===== src/rtl/mac_out_packer.sv =====
// Output stage after the MAC adder tree: packs result bytes into 32-bit words and buffers them.
// Optional ReLU on the byte stream is enabled by defining OUT_RELU_EN.
module mac_out_packer #(
  parameter int unsigned FIFO_DEPTH = 8,
  parameter int unsigned LVL_W      = $clog2(FIFO_DEPTH) + 1
) (
  input  logic             clk,
  input  logic             rstn,
  input  logic             vld_i,
  input  logic [7:0]       acc_i,
  input  logic             last_i,
  input  logic             clr_i,
  output logic [31:0]      dout,
  output logic [3:0]       dout_keep,
  output logic             dout_last,
  output logic             dout_vld,
  input  logic             dout_rdy,
  output logic             ovf_o,
  output logic [LVL_W-1:0] level_o
);

  localparam int unsigned PTR_W = $clog2(FIFO_DEPTH);

  typedef struct packed {
    logic        last;
    logic [3:0]  keep;
    logic [31:0] data;
  } word_t;

  logic [1:0]       cnt;
  logic [31:0]      asm_data;
  logic [3:0]       asm_keep;
  word_t            mem [FIFO_DEPTH];
  logic [PTR_W-1:0] wr_ptr;
  logic [PTR_W-1:0] rd_ptr;

  logic [7:0]       byte_c;
  word_t            word_c;
  word_t            head_c;
  logic             complete_c;
  logic             full_c;
  logic             pop_c;
  logic             push_c;
  logic             drop_c;
  logic [PTR_W-1:0] rd_nxt_c;
  logic [LVL_W-1:0] lvl_nxt_c;

  // Byte stage, word assembly and FIFO push/pop decisions
  always_comb begin
    byte_c = acc_i;
`ifdef OUT_RELU_EN
    if (acc_i[7]) byte_c = 8'h00;
`endif
    word_c.data = asm_data;
    word_c.keep = asm_keep;
    word_c.last = last_i;
    if (vld_i) begin
      word_c.data[{cnt, 3'b000} +: 8] = byte_c;
      word_c.keep[cnt]                = 1'b1;
    end

    complete_c = (vld_i && (cnt == 2'd3 || last_i)) ||
                 (!vld_i && last_i && cnt != 2'd0);
    full_c     = (level_o == LVL_W'(FIFO_DEPTH));
    pop_c      = dout_vld && dout_rdy;
    push_c     = complete_c && (!full_c || pop_c);
    drop_c     = complete_c && full_c && !pop_c;
    rd_nxt_c   = pop_c ? rd_ptr + PTR_W'(1) : rd_ptr;
    lvl_nxt_c  = level_o + LVL_W'(push_c) - LVL_W'(pop_c);

    // Next head: a word pushed into the slot about to become head bypasses the array
    head_c = mem[rd_nxt_c];
    if (push_c && wr_ptr == rd_nxt_c) head_c = word_c;
    if (lvl_nxt_c == '0)               head_c = '0;
  end

  // Word storage; contents are only observed through the level-gated head register
  always_ff @(posedge clk) begin
    if (push_c && !clr_i) mem[wr_ptr] <= word_c;
  end

  // Packer state, pointers, flags and registered head
  always_ff @(posedge clk or negedge rstn) begin
    if (!rstn) begin
      cnt       <= '0;
      asm_data  <= '0;
      asm_keep  <= '0;
      wr_ptr    <= '0;
      rd_ptr    <= '0;
      level_o   <= '0;
      ovf_o     <= 1'b0;
      dout      <= '0;
      dout_keep <= '0;
      dout_last <= 1'b0;
      dout_vld  <= 1'b0;
    end else if (clr_i) begin
      cnt       <= '0;
      asm_data  <= '0;
      asm_keep  <= '0;
      wr_ptr    <= '0;
      rd_ptr    <= '0;
      level_o   <= '0;
      ovf_o     <= 1'b0;
      dout      <= '0;
      dout_keep <= '0;
      dout_last <= 1'b0;
      dout_vld  <= 1'b0;
    end else begin
      if (complete_c) begin
        cnt      <= '0;
        asm_data <= '0;
        asm_keep <= '0;
      end else if (vld_i) begin
        cnt      <= cnt + 2'd1;
        asm_data <= word_c.data;
        asm_keep <= word_c.keep;
      end
      if (push_c) wr_ptr <= wr_ptr + PTR_W'(1);
      rd_ptr    <= rd_nxt_c;
      level_o   <= lvl_nxt_c;
      ovf_o     <= ovf_o | drop_c;
      dout      <= head_c.data;
      dout_keep <= head_c.keep;
      dout_last <= head_c.last;
      dout_vld  <= (lvl_nxt_c != '0);
    end
  end

endmodule


===== config.mk =====
export PLATFORM = sky130hd
export DESIGN_NAME = mac_out_packer
export DESIGN_NICKNAME = d
export VERILOG_FILES = /design/src/rtl/mac_out_packer.sv
export SDC_FILE = /design/constraint.sdc
export NUM_CORES = 1
export LEC_CHECK = 0
export CAP_MARGIN = 30
export CORE_MARGIN = 4
export CORE_UTILIZATION = 30
export CTS_BUF_LIST = sky130_fd_sc_hd__clkbuf_16
export DETAILED_ROUTE_END_ITERATION = 8
export DONT_BUFFER_PORTS = 1
export SETUP_SLACK_MARGIN = 0.5
export SLEW_MARGIN = 20
export SYNTH_ARGS = -nofsm -noshare
export SYNTH_HDL_FRONTEND = slang
export SYNTH_SLANG_ARGS = --single-unit

===== constraint.sdc =====
create_clock -name clk -period 12.1 [get_ports clk]
set_input_delay 1.815 -clock clk [delete_from_list [all_inputs] [get_ports clk]]
set_output_delay 1.815 -clock clk [all_outputs]
set_load 0.03 [all_outputs]

==> results of run 1 <==
-- final timing paths --
| path | start | endpoint |
|---|---|---|
| max in group asynchronous | rstn | dout[9]$_DFF_PN0_ |
| worst min register to register | asm_keep[3]$_DFFE_PN0P_ | asm_keep[3]$_DFFE_PN0P_ |
| min in group asynchronous | rstn | dout[21]$_DFF_PN0_ |
| worst max-delay path | vld_i | dout_keep[1]$_DFF_PN0_ |
| worst max register to register | cnt[0]$_DFFE_PN0P_ | dout_keep[1]$_DFF_PN0_ |
| worst min-delay path | asm_keep[3]$_DFFE_PN0P_ | asm_keep[3]$_DFFE_PN0P_ |
-- per-stage QoR --
stage	setup WS, ns	util, %
2_1_floorplan	6.391	-
3_3_place_gp	7.329	31.73
3_5_place_dp	7.224	31.75
6_report	7.800	34.21
4_1_cts	7.777	34.17
5_1_grt	7.564	34.21
-- layout by cell type (no fill, tap or decap), types with 13 or more instances in the layout --
cell type	count
clkbuf_16	41
edfxtp_1	296
nor2_1	49
a211oi_1	113
a22oi_1	32
ha_1	13
inv_1	54
o22ai_2	29
dfrtp_1	87
buf_4	20
a2111o_1	35
mux2i_1	36
and3_1	115
-- kinds of logic after synthesis --
| kind of cell | count (synthesis) |
|---|---|
| AOI/OAI and AO/OA | 242 |
| adders and majority gates | 14 |
| and+or+nand+nor | 211 |
| DFF | 383 |
| xor gates and xnor gates | 12 |
| buffers and inverters | 120 |
| muxes | 36 |
-- power groups by stage --
stage                     sequential (mW)  combinational, mW  clock [mW]
final                                1.66              0.634        1.17
after detailed placement             1.69              0.633           0
after global routing                 1.67              0.683        1.25
after floorplan                      1.64              0.510           0
after CTS                            1.67              0.634        1.18
after global placement               1.69              0.620           0
-- worst register-to-register path, stage by stage, from the launching register on --
cell and delay (ns):
dfrtp_1 0.49, inv_1 0.20, ha_1 0.38, nand2b_1 0.13, and2_1 0.18, nand2b_1 0.19
o21ai_0 0.10, ha_1 0.19, inv_1 0.06, fa_1 0.53, nor2b_1 0.17, nor2b_1 0.23
a311oi_4 0.15, nand2_2 0.08, buf_4 0.57, o22ai_1 0.22
-- final cells by class --
class                      count  area [um^2]
fill                        4953        33890
clock buffer                  41         1026
clock inverter                30        219.0
tap                          680        850.8
multi-input combinational    515         4100
inverter                      47        176.4
timing repair buffer          22        181.4
sequential                   383        11070
-- flip-flops by register name (all words and copies together), names as in the netlist --
name       cells
mem          296
asm_data      32
dout          32
asm_keep       4
dout_keep      4
level_o        4
rd_ptr         3
wr_ptr         3
cnt            2
dout_last      1
dout_vld       1
ovf_o          1
-- synth_stat cells (all sizes together), types with 5 or more instances --
cell | count | area share, %
buf | 39 | 1.8
nand2b | 5 | 0.20
a21oi | 7 | 0.22
mux2i | 36 | 2.3
clkbuf | 34 | 0.82
a22oi | 32 | 1.5
a211oi | 114 | 5.6
o22ai | 36 | 2.6
inv | 47 | 1.1
nor3 | 7 | 0.22
nor2 | 55 | 1.3
nand2 | 10 | 0.29
and3 | 115 | 4.6
dfrtp | 87 | 14
edfxtp | 296 | 57
a2111o | 35 | 2.5
xor2 | 8 | 0.57
ha | 13 | 1.0
-- metal layers --
metal	wire length (um)	part of all wire [%]	global-route usage [%]
met4	810	2.1	3.609
met1	17250	44	18.69
met2	19060	49	22.67
met3	2075	5.3	2.677
met5	0	0	0
==> impl_metrics.py, run 1 <==
metrics = {
    "pwr": {
        "leakagePower_nw": 7.059,
        "pwr_density_cell_nw_per_um2": 196.3,
        "switchingPower_mw": 1.062,
        "clock_power_share_pct": 33.7,
        "power_mw": 3.459,
        "power.share.switching_pct": 30.71,
        "seqPwrFrac_pct": 47.9,
        "power.internal_mw": 2.397,
        "combinationalPowerShare_pct": 18.3,
        "peakVddDrop_mv": 0.09275,
    },
    "drt": {
        "drt_iter0_markers": 752,
        "antenna_left": 0,
        "vias": 8744,
        "drc_errors": 0,
        "via_per_inst": 5.090,
        "first_pass_iters": 5,
        "wirelength_um": 39200,
        "wire_per_inst_um": 22.82,
    },
    "logic_synthesis": {
        "synth_mux_area_share_pct": 2.303,
        "yosys_warnings": 0,
        "synth-simple-area-share_pct": 7.510,
        "synth-seq-cells": 383,
        "syn_inst": 1018,
        "synthesis.area_um2": 15650,
        "synth_top_family_by_area": "compound AO/OA/AOI/OAI gates",
        "synth_edf_count": 296,
        "avgSynthCellArea_um2": 15.37,
        "synth_seq_area_share_pct": 70.73,
        "synth_compound_area_share_pct": 13.77,
        "synth.net_count": 1046,
        "synthXorXnorAreaFrac_pct": 0.7917,
        "async_flop_share_pct": 22.72,
        "synth_fa_ha_area_share_pct": 1.168,
        "ys_types": 54,
        "ys.flop_type": "edfxtp_1",
    },
    "global_routing": {
        "grt_usage_pct": 13.74,
        "grt_first_pass_wirelength_um": 58750,
        "grt_antenna_before_repair": 0,
        "grt_max_degree": 88,
        "first_global_vias": 8986,
        "overflow": 0,
    },
    "clock_network": {
        "clock-sinks": 383,
        "htree_levels": 2,
        "postCtsSetupRepairBufs": 0,
        "clk_pin_slew_worst_paths_ns": 0.06,
        "numCtsBuffers": 39,
        "insertion_delay_ns": 0.52,
        "tritoncts": "done",
        "clockBufferDepth": 3,
        "cts_resized": 0,
        "cts_hold_buf": 0,
        "cts-root-buf": "clkbuf_16",
    },
    "setup_path": {
        "critPathTopFamily": "simple AND/OR/NAND/NOR gates",
        "critPathMaxFanout": 36,
        "cp.depth": 13,
        "worstPathArrival_ns": 4.66,
        "end_kind": "register",
        "reg2reg_depth": 15,
        "worst-path-buf-inv": 2,
        "reg2reg_slack_ns": 8.06,
        "crit_top_cell": "nor2b_1",
        "start_kind": "input port",
        "slowest_delay_ns": 0.57,
        "setup.worst_path.class": "input port to register",
        "required_ns": 12.46,
        "slowest_stage": "buf_4",
        "path_cells": "a21o_1 > and2_1 > nand2b_1 > o21ai_0 > ha_1 > inv_1 > fa_1 > nor2b_1 > nor2b_1 > a311oi_4 > nand2_2 > buf_4 > o22ai_1",
    },
    "layout": {
        "insertedDiodeCount": 0,
        "syn_to_final_growth_pct": 12.62,
        "nets": 1036,
        "drive_above_1_share_pct": 13.10,
        "design_area_um2": 17620,
        "final_cells": 1718,
    },
    "timing": {
        "finalCriticalPeriod_ns": 4.300,
        "hold_viol_final": 0,
        "fin_setup_tns_ns": 0,
        "tightestPinTransition_ns": 0.9704,
        "fin_crit_sh_pct": 35.54,
        "fin_worst_skew_ns": 0.01432,
        "max_freq_mhz": 232.5,
        "setup_viol": 0,
        "slew_headroom_pct": 34.81,
        "holdWs_ns": 0.5015,
        "drv_slew": 0,
        "rsz0062_at_grt": "false",
    },
    "floorplan": {
        "num_io_pins": 57,
        "rows": 83,
        "dieHeight_um": 236.4,
        "dieArea_um2": 55870,
        "initial_core_util_pct": 30.37,
        "die_x_um": 236.4,
        "core-area_um2": 51510,
    },
    "placement": {
        "place_area_um2": 16350,
        "dpl.hpwl_um": 20690,
        "port-buffer-count": 0,
        "placed_cells": 1646,
        "routabilityCongestion": 0.7464,
    },
    "hold_path": {
        "hold_path_depth": 2,
        "holdCritPathClass": "register to register",
    },
    "status": {
        "status": "complete, no violations",
    },
    "flow_run": {
        "maxCapViolCount": 0,
    },
}
Note: power is estimated with default switching activity, not from simulation.
==> run 2, diff against run 1 <==
- clock period: 12.1 -> 3.8 ns (I/O delays scaled with it)
==> impl_metrics.py, run 2 (synthesis results as in run 1) <==
metrics = {
    "status": {
        "status": "complete, no violations",
    },
    "pwr": {
        "power_mw": 11.32,
        "combinationalPowerShare_pct": 22.7,
        "seqPwrFrac_pct": 46.0,
        "peakVddDrop_mv": 0.3241,
        "power.share.switching_pct": 31.32,
        "power.internal_mw": 7.778,
        "clock_power_share_pct": 31.2,
        "pwr_density_cell_nw_per_um2": 625.7,
        "switchingPower_mw": 3.547,
        "leakagePower_nw": 7.303,
    },
    "layout": {
        "largestRegisters": "mem: 296 flops, asm_data: 32 flops, dout: 32 flops",
        "nets": 1069,
        "largest_reg_flops": 296,
        "syn_to_final_growth_pct": 15.68,
        "seqCellArea_um2": 11070,
        "design_area_um2": 18100,
        "n_fill_cell": 4903,
        "layout_common_cells": "edfxtp_1, and3_1, a211oi_1",
        "multi_input_area_um2": 4199,
        "drive_above_1_share_pct": 16.42,
        "regMostFlops": "mem",
        "layout_commonest_cell": "edfxtp_1",
    },
    "global_routing": {
        "met1_usage_pct": 18.57,
        "grt_max_degree": 88,
        "grt_first_pass_wirelength_um": 59800,
        "grt_usage_pct": 13.95,
        "top_usage_layer": "met2",
        "grt_antenna_before_repair": 1,
        "met3_usage_pct": 2.771,
        "overflow": 0,
        "first_global_vias": 9009,
        "grt_use_met2_pct": 23.41,
    },
    "hold_path": {
        "hold_path_depth": 1,
        "holdCritPathClass": "input port to register",
    },
    "clock_network": {
        "insertion_delay_ns": 0.53,
        "clk_pin_slew_worst_paths_ns": 0.07,
        "clockBufferDepth": 3,
        "htree_levels": 2,
        "clock-sinks": 383,
        "cts-root-buf": "clkbuf_16",
        "numCtsBuffers": 40,
        "tritoncts": "done",
    },
    "drt": {
        "via_per_inst": 5.108,
        "antenna_left": 0,
        "wire_per_inst_um": 23.05,
        "drc_errors": 0,
        "vias": 8960,
        "wirelength_um": 40430,
        "drt_iter0_markers": 785,
        "first_pass_iters": 5,
    },
    "flow_run": {
        "maxCapViolCount": 0,
    },
    "timing": {
        "rsz0062_at_grt": "true",
        "hold_viol_final": 0,
        "finalCriticalPeriod_ns": 3.270,
        "fin_crit_sh_pct": 86.05,
        "drv_slew": 0,
        "slew_headroom_pct": 35.89,
        "setup_viol": 0,
        "holdWs_ns": 0.09913,
        "max_freq_mhz": 305.8,
        "fin_worst_skew_ns": 0.02508,
        "tightestPinTransition_ns": 0.9592,
        "fin_setup_tns_ns": 0,
    },
    "setup_path": {
        "start_kind": "register",
        "critPathMaxFanout": 6,
        "path_cells": "ha_2 > a21o_1 > and2_4 > nand2b_4 > o21ai_2 > ha_2 > inv_2 > fa_1 > xor2_2 > buf_4 > a311oi_4 > buf_6 > buf_6 > nand2b_4 > clkbuf_16 > o21ai_2",
        "slowest_delay_ns": 0.42,
        "required_ns": 4.25,
        "critPathTopFamily": "adder cells",
        "slowest_stage": "dfrtp_1",
        "end_kind": "register",
        "reg2reg_depth": 16,
        "setup.worst_path.class": "register to register",
        "cp.depth": 16,
        "worst-path-buf-inv": 5,
        "worstPathArrival_ns": 3.72,
    },
    "floorplan": {
        "rows": 83,
        "core-area_um2": 51510,
        "dieArea_um2": 55870,
        "die_x_um": 236.4,
        "dieHeight_um": 236.4,
        "initial_core_util_pct": 30.37,
        "num_io_pins": 57,
    },
    "placement": {
        "dpl.hpwl_um": 22750,
        "port-buffer-count": 0,
        "routabilityCongestion": 0.7673,
        "place_area_um2": 16530,
    },
}
## run 2: power by group through the flow
stage / Sequential [mW] / Combinational (mW) / Clock [mW]
2_1_floorplan: 5.22 / 1.63 / 0
3_3_place_gp: 5.32 / 2.13 / 0
3_5_place_dp: 5.32 / 2.17 / 0
4_1_cts: 5.24 / 2.40 / 3.61
5_1_grt: 5.24 / 2.76 / 3.80
6_report: 5.21 / 2.58 / 3.54
## run 2: final cells by class
class	count	area share, %
clock inverter	33	1.002
sequential	383	61.14
tap	680	4.701
clock buffer	40	5.531
inverter	47	0.9748
multi-input combinational	515	23.20
timing repair buffer	54	3.422
antenna	2	0.02765
## run 2: routing by layer
metal  part of all wire (%)  wire length (um)
met3                    4.8              1940
met5                      0                 0
met1                     44             17690
met2                     49             19910
met4                    2.2               892
## run 2: final timing paths
path / start / endpoint / slack [ns]
max in group asynchronous: rstn / asm_data[15]$_DFFE_PN0P_ / 2.77
min in group asynchronous: rstn / dout[25]$_DFF_PN0_ / 0.64
min reg2reg: asm_keep[3]$_DFFE_PN0P_ / asm_keep[3]$_DFFE_PN0P_ / 0.50
max: cnt[1]$_DFFE_PN0P_ / dout_last$_DFF_PN0_ / 0.53
min: clr_i / rd_ptr[0]$_DFF_PN0_ / 0.1
max reg2reg: cnt[1]$_DFFE_PN0P_ / dout_last$_DFF_PN0_ / 0.53
## run 2: repair_timing
| item | 4_1_cts | 5_1_grt |
|---|---|---|
| buffers inserted | 7 | 4 |
| pin swaps | 3 | 5 |
| endpoints found under the hold margin | 87 | 0 |
| endpoints found under the setup margin | 37 | 37 |
| gates cloned | 2 | 3 |
| hold buffers | 2 | 0 |
| resized for setup | 25 | 10 |
## run 2: through the flow
stage / utilization (%) / cells / worst slack, ns
final: 35.14 / 1754 / 0.5303
after floorplan: - / 1018 / 0.2313
after global placement: 32.08 / 1661 / 0.3789
after global routing: 35.13 / 1752 / 0.4333
after detailed placement: 32.10 / 1661 / 0.2126
after CTS: 34.85 / 1745 / 0.4751
